### config.mk
export PLATFORM = sky130hd
export DESIGN_NAME = sevenseg_scan_ctrl
export DESIGN_NICKNAME = d
export VERILOG_FILES = /design/src/rtl/sevenseg_scan_ctrl.sv
export SDC_FILE = /design/constraint.sdc
export NUM_CORES = 1
export LEC_CHECK = 0
export ABC_AREA = 1
export BUFFER_PORTS_ARGS = -buffer_cell sky130_fd_sc_hd__buf_2
export CAP_MARGIN = 20
export CORE_UTILIZATION = 60
export CTS_BUF_LIST = sky130_fd_sc_hd__clkbuf_4
export DETAILED_ROUTE_END_ITERATION = 10
export GPL_TIMING_DRIVEN = 0
export PLACE_DENSITY = 0.81
export SLEW_MARGIN = 20
export SYNTH_ARGS = -nofsm -noshare
export SYNTH_HDL_FRONTEND = slang
export SYNTH_SLANG_ARGS = --single-unit
export TNS_END_PERCENT = 10
### constraint.sdc
create_clock -name clk -period 1.9 [get_ports clk]
set_input_delay 0.285 -clock clk [delete_from_list [all_inputs] [get_ports clk]]
set_output_delay 0.285 -clock clk [all_outputs]
set_load 0.05 [all_outputs]
### src/rtl/sevenseg_scan_ctrl.sv
// Scan controller for a time-multiplexed common-anode 7-segment bank with dead-time between digits.
// Latency: all outputs registered; display value changes only at frame boundaries (wrap or enable rise).
// No backpressure: free-running scan. Optional SEVENSEG_LZ_SUPPRESS_EN blanks leading-zero digits.
module sevenseg_scan_ctrl #(
    parameter int NUM_DIGITS  = 4,
    parameter int ON_CYCLES   = 50000,
    parameter int DEAD_CYCLES = 500
) (
    input  logic                    clk,
    input  logic                    reset,
    input  logic                    enable,
    input  logic                    load,
    input  logic [4*NUM_DIGITS-1:0] value,
    output logic [3:0]              digit_code,
    output logic [NUM_DIGITS-1:0]   digit_sel,
    output logic                    frame_done
);

    localparam int MAXC = (ON_CYCLES > DEAD_CYCLES) ? ON_CYCLES : DEAD_CYCLES;
    localparam int CW   = (MAXC > 1) ? $clog2(MAXC) : 1;
    localparam int IW   = (NUM_DIGITS > 1) ? $clog2(NUM_DIGITS) : 1;

    localparam logic [CW-1:0] ON_LAST   = CW'(ON_CYCLES - 1);
    localparam logic [CW-1:0] DEAD_LAST = (DEAD_CYCLES > 0) ? CW'(DEAD_CYCLES - 1) : '0;
    localparam logic [IW-1:0] IDX_LAST  = IW'(NUM_DIGITS - 1);

    typedef enum logic {
        ST_DEAD = 1'b0,
        ST_ON   = 1'b1
    } state_t;

    state_t                  state_q, state_d;
    logic [IW-1:0]           idx_q, idx_d;
    logic [CW-1:0]           cnt_q, cnt_d;
    logic [4*NUM_DIGITS-1:0] pending_q, pending_d;
    logic [4*NUM_DIGITS-1:0] shadow_q, shadow_d;
    logic                    en_q;
    logic [3:0]              code_q, code_d;
    logic [NUM_DIGITS-1:0]   sel_q, sel_d;
    logic                    done_q;
    logic                    wrap;
    logic                    frame_bnd;
    logic                    digit_blank;

    // Scan sequencing: dead slot then on slot per digit; disable parks at digit 0 dark.
    always_comb begin
        state_d = state_q;
        idx_d   = idx_q;
        cnt_d   = cnt_q;
        wrap    = 1'b0;
        if (!enable) begin
            state_d = ST_DEAD;
            idx_d   = '0;
            cnt_d   = '0;
        end else begin
            case (state_q)
                ST_DEAD: begin
                    if (DEAD_CYCLES == 0 || cnt_q == DEAD_LAST) begin
                        state_d = ST_ON;
                        cnt_d   = '0;
                    end else begin
                        cnt_d = cnt_q + CW'(1);
                    end
                end
                ST_ON: begin
                    if (cnt_q == ON_LAST) begin
                        cnt_d   = '0;
                        state_d = (DEAD_CYCLES == 0) ? ST_ON : ST_DEAD;
                        if (idx_q == IDX_LAST) begin
                            idx_d = '0;
                            wrap  = 1'b1;
                        end else begin
                            idx_d = idx_q + IW'(1);
                        end
                    end else begin
                        cnt_d = cnt_q + CW'(1);
                    end
                end
                default: begin
                    state_d = ST_DEAD;
                    cnt_d   = '0;
                end
            endcase
        end
    end

    // Double buffer: a load on a boundary edge bypasses straight to the displayed copy.
    always_comb begin
        frame_bnd = enable && (!en_q || wrap);
        pending_d = load ? value : pending_q;
        shadow_d  = frame_bnd ? pending_d : shadow_q;
    end

`ifdef SEVENSEG_LZ_SUPPRESS_EN
    logic [NUM_DIGITS-1:0] blank_vec;
    logic                  upper_zero;

    // Digit i>0 is blank when it and every more-significant nibble are zero.
    always_comb begin
        blank_vec  = '0;
        upper_zero = 1'b1;
        for (int i = NUM_DIGITS - 1; i > 0; i--) begin
            upper_zero   = upper_zero && (shadow_d[4*i +: 4] == 4'h0);
            blank_vec[i] = upper_zero;
        end
        digit_blank = blank_vec[idx_d];
    end
`else
    assign digit_blank = 1'b0;
`endif

    // Output decode from next state so registered outputs line up with the state they describe.
    always_comb begin
        code_d = shadow_d[4*idx_d +: 4];
        sel_d  = '1;
        if (state_d == ST_ON && !digit_blank) begin
            for (int i = 0; i < NUM_DIGITS; i++) begin
                if (IW'(i) == idx_d) begin
                    sel_d[i] = 1'b0;
                end
            end
        end
    end

    // State, buffers and registered outputs; reset overrides enable and load.
    always_ff @(posedge clk) begin
        if (reset) begin
            state_q   <= ST_DEAD;
            idx_q     <= '0;
            cnt_q     <= '0;
            pending_q <= '0;
            shadow_q  <= '0;
            en_q      <= 1'b0;
            code_q    <= 4'h0;
            sel_q     <= '1;
            done_q    <= 1'b0;
        end else begin
            state_q   <= state_d;
            idx_q     <= idx_d;
            cnt_q     <= cnt_d;
            pending_q <= pending_d;
            shadow_q  <= shadow_d;
            en_q      <= enable;
            code_q    <= code_d;
            sel_q     <= sel_d;
            done_q    <= wrap;
        end
    end

    assign digit_code = code_q;
    assign digit_sel  = sel_q;
    assign frame_done = done_q;

endmodule

# Yosys cells after proc, flatten, opt, wreduce, memory -nomap -nowiden
# Index checks and enable logic that the tools add are counted.
dict set report word_totals {
  mem_bits_rw 0
  n_memories 0
  input_bits 20
  latch_bits 0
  out_inout_bits 9
  reg_bits 61
  rom_bits 0
  elab_cells 48
}
dict set report op_classes {
  multipliers 0
  n_reduce_logical 6
  magnitude_cmp 0
  div_mod_pow 0
  shifts 1
  n_mux 21
  bitwise 3
  eq_ne 6
  add_sub_neg 2
}
# op count
set op_table {}
lappend op_table {{two-way mux 16 bit} 4}
lappend op_table {{one-hot mux 16 bit (2 select lines)} 1}
lappend op_table {{adder 16 x 1 -> 16 bit, second input constant} 1}
lappend op_table {{== test 16 bit, second input constant} 1}
lappend op_table {{== test 16 x 9 -> 1 bit, second input constant} 1}
lappend op_table {{variable part select 16 x 5 -> 4 bit} 1}
lappend op_table {{two-way mux 1 bit} 11}
lappend op_table {{two-way mux 2 bit} 4}
lappend op_table {{== test 2 bit, first input constant} 2}
lappend op_table {{OR reduction 2 bit} 2}
lappend op_table {{NOT 1 bit} 3}
lappend op_table {{adder 2 x 1 -> 2 bit, second input constant} 1}
lappend op_table {{== test 1 x 2 -> 1 bit, first input constant} 1}
lappend op_table {{== test 2 bit, second input constant} 1}
lappend op_table {{logical NOT 2 bit} 1}
lappend op_table {{one-hot mux 1 bit (2 select lines)} 1}
lappend op_table {{logical AND 1 bit} 1}
lappend op_table {{logical NOT 1 bit} 1}
lappend op_table {{logical OR 1 bit} 1}

# Depth between registers and ports, before layout
dict set report depth {
  depth_word 9
  ltp_mapped 13
  depth_no_buf 13
}

# Worst setup path before layout
# No wires, ideal clock.
dict set report synth_path {
  path_type {register to register}
  from {register cnt_q[0]}
  to {register cnt_q[12]}
  stages_incl_launch_ff 10
  slack_ns 0.248
  setup_ns 0.115
  path_buffers 0
  required_time_ns 1.785
  synth_period_minus_slack_ns 1.652
  t_arrival_ns 1.537
  path_cell_list {dfxtp_1 -> ha_1 -> nand3_2 -> nor2_1 -> nand4_1 -> or2_1 -> nor2_1 -> nand2_1 -> nand2_1 -> o21ba_1}
}
dict set report synth_via {
  elab_chain_len 3
  elab_cells_between_ends 6
  classes_between {add/sub: 1; eq/ne: 2; mux: 3}
}
# element line_no
set synth_lines {}
lappend synth_lines {{start, declared} 34} ;# logic [CW-1:0] cnt_q, cnt_d;
lappend synth_lines {{start signal, assigned} 140} ;# cnt_q <= cnt_d;
lappend synth_lines {{adder 16 x 1 -> 16 bit, or another cell as far along} {62, 76}}
lappend synth_lines {{two-way mux 16 bit, on equally long branches} {66, 58}}
lappend synth_lines {{one-hot mux 16 bit (2 select lines) (*)} 56} ;# case (state_q)
# Mark *: on every way between the ends. The rest lies on a longest branch, timed or not.
# A chain may end at the register's enable or synchronous reset.

# Final worst setup path
dict set report layout_path {
  from {register cnt_q[13]}
  to {register code_q[0], in the netlist digit_code[0]}
}
dict set report layout_via {
  elab_chain_len 8
  elab_cells_between_ends 11
  classes_between {eq/ne: 1; shift: 1; mux: 7; reduce/logical: 2}
}
# element line_no
set layout_lines {}
lappend layout_lines {{== test 16 bit (*)} 66} ;# if (cnt_q == ON_LAST) begin
lappend layout_lines {{two-way mux 1 bit} 66}
lappend layout_lines {{two-way mux 1 bit} 56}
lappend layout_lines {{two-way mux 1 bit} 51} ;# if (!enable) begin
lappend layout_lines {{logical OR 1 bit} 89} ;# frame_bnd = enable && (!en_q || wrap);
lappend layout_lines {{logical AND 1 bit} 89}
lappend layout_lines {{two-way mux 16 bit} 91} ;# shadow_d = frame_bnd ? pending_d : shadow_q;
lappend layout_lines {{variable part select 16 x 5 -> 4 bit (*)} 114} ;# code_d = shadow_d[4*idx_d +: 4];
lappend layout_lines {{end signal, assigned} 144} ;# code_q <= code_d;
lappend layout_lines {{end, declared} 38} ;# logic [3:0] code_q, code_d;
# Marks and branches as above.

==> results.py <==
metrics = {
    "outcome": {
        "run_status": "complete, no violations",
    },
    "layout": {
        "ff_latch_area_um2": 1220,
        "fin_util_pct": 73.3,
        "syn2layout_area_growth_pct": 17.2,
        "fillers": 341,
        "drive_gt1_share_pct": 21.7,
        "final_nets": 446,
        "antennaDiodeCount": 0,
        "layout_common_cells": "84 x nand2_1, 58 x dfxtp_1, 54 x inv_1",
        "multi_input_area_um2": 1290,
        "final_cells": 481,
        "layout_commonest_cell": "nand2_1",
    },
    "timing": {
        "slew_violations": 0,
        "finalHoldViolations": 0,
        "max_freq_mhz": 570,
        "setup_viol": 0,
        "slew_headroom_pct": 63.2,
        "whs_ps": 138,
        "min_period_ps": 1750,
        "tightest_slew_ps": 553,
        "clock_skew_ps": 13.5,
        "post-route-period-util_pct": 92.3,
    },
    "logic_synthesis": {
        "synth.distinct_cells": 29,
        "syn-cell-area_um2": 2730,
        "synth_top_area_cell": "dfxtp_1",
        "ys_warn_count": 0,
        "syn_nets": 404,
        "netlist_instances": 382,
        "syn_avg_cell_area_um2": 7.13,
        "seq_area_frac_synth_pct": 44.8,
        "synth_top_area_share_pct": 44.8,
        "synth_area_leaders": "dfxtp_1 45%, nand2_1 12%, inv_1 7.4%",
        "synth-seq-cells": 61,
    },
    "cts": {
        "cts_tree": "done",
        "cts.sinks": 61,
        "insertion_delay_ps": 410,
        "cts_made_buffers": 9,
        "cts-hold-fix-buffers": 0,
        "htree_levels": 3,
        "clock_path_buffers": 2,
        "clkTransAtPathRegs_ps": 110,
        "clockRootBuffer": "clkbuf_4",
    },
    "floorplanning": {
        "die_h_um": 69.4,
        "fp.coreArea_um2": 4350,
        "ios": 29,
        "start_util_pct": 62.6,
        "die_x_um": 69.4,
        "die-area_um2": 4820,
        "rows": 24,
    },
    "critical_path": {
        "start_kind": "flop",
        "worst_ep_required_time_ps": 2230,
        "crit_type": "flop to flop",
        "cp_data_arrival_time_ps": 2090,
        "cp-end-kind": "flop",
        "critPathMaxFanout": 10,
    },
    "run": {
        "cap_violations": 0,
    },
    "placed_design": {
        "place.port_buffers": 28,
        "place_inst": 462,
        "place.gp.congestion": 0.866,
        "post-dp-hpwl_um": 3830,
    },
    "drt": {
        "vias": 2352,
        "drc": 0,
        "drt-pass1-iter-count": 7,
        "drtIter0Drc": 89,
        "wl_per_cell_um": 11.3,
        "viasPerCell": 4.89,
        "ant_nets": 0,
        "finalWirelength_um": 5430,
    },
    "pwr": {
        "powerDensity_nw_per_um2": 811,
        "vdd_drop_max_v": 0.000565,
        "leakage_nw": 1.52,
        "power_mw": 2.59,
    },
    "global_route": {
        "grt_pass1_wl_um": 8790,
        "grt.total_usage_pct": 23.3,
        "grt_pass1_vias": 2145,
        "grt_overflow": 0,
        "antenna_found_initial": 0,
        "grt_max_degree": 12,
    },
    "worst_hold_path": {
        "hp-class": "input pin to flop",
    },
}
-- flip-flops by register name (all words and copies together) (netlist names), 2 cells and up --
register    count
pending_q      16
digit_sel       4
cnt_q          16
digit_code      4
shadow_q       16
idx_q           2
-- kinds of logic after synthesis --
group	synth area share, %
simple gates	34.2
buf+inv	10.6
flops	44.8
compound gates	8.22
xor+xnor	1.29
fa+ha+maj	0.918
-- synthesized netlist by cell type (all sizes together) --
library cell  instances
a211oi                1
a21oi                19
a31oi                 1
buf                   5
clkbuf                7
dfxtp                61
ha                    2
inv                  59
nand2               100
nand3                22
nand4                 8
nor2                 59
nor3                  7
nor3b                 2
o21ai                21
o21ba                 1
or2                   3
xor2                  4
-- final timing paths --
check	start	end	slack, ps	cells past startpoint
worst max register to register	cnt_q[13]	digit_code[0]	150	12
worst max-delay path	cnt_q[13]	digit_code[0]	150	12
worst min register to register	cnt_q[0]	cnt_q[0]	460	1
worst min-delay path	reset	en_q	140	2
-- area by class of cell --
class,instances,share of cell area (%)
buffer,12,2.27
clock buffer,9,2.12
clock inverter,7,2.82
inverter,59,7.01
multi-input combinational,250,40.3
sequential,61,38.4
tap,52,2.04
timing repair buffer,31,5.09
-- power breakdown --
part	internal, mW	switching [mW]	leakage (nW)
Sequential	1.33	0.0141	0.501
Clock	0.526	0.479	0.0817
Combinational	0.0846	0.155	0.935
-- worst max-delay path, stage by stage, from the launching register on --
cell     delay, ps
dfxtp_1        360
nor2_1         110
nand2_1        130
nor2_4         200
nand4_4        200
nand2_4        170
buf_12         150
nand2_2         60
nand2_1         60
nand2_1         50
nand2_1         60
nor2_1          40
nor2_1         100
-- stage by stage --
stage	setup TNS (ps)	worst slack, ps	cell area (um2)
final	0	147	3190
after floorplan	0	248	2730
after global routing	-12.2	-12.2	3190
after global placement	0	48.0	2930
after detailed placement	0	24.0	2930
after CTS	0	13.6	3090
-- routing by layer --
metal	track usage, %	share of wire, %
met5	0	0
met4	15.0	2.7
met3	4.80	3.2
met2	39.6	49
met1	26.6	45
-- repair_timing --
| action | in CTS | in global routing |
|---|---|---|
| gates resized for setup | 0 | 22 |
| endpoints found under the setup margin | 0 | 17 |
| setup buffers | 0 | 3 |
Power figures use the tool's default switching activity.
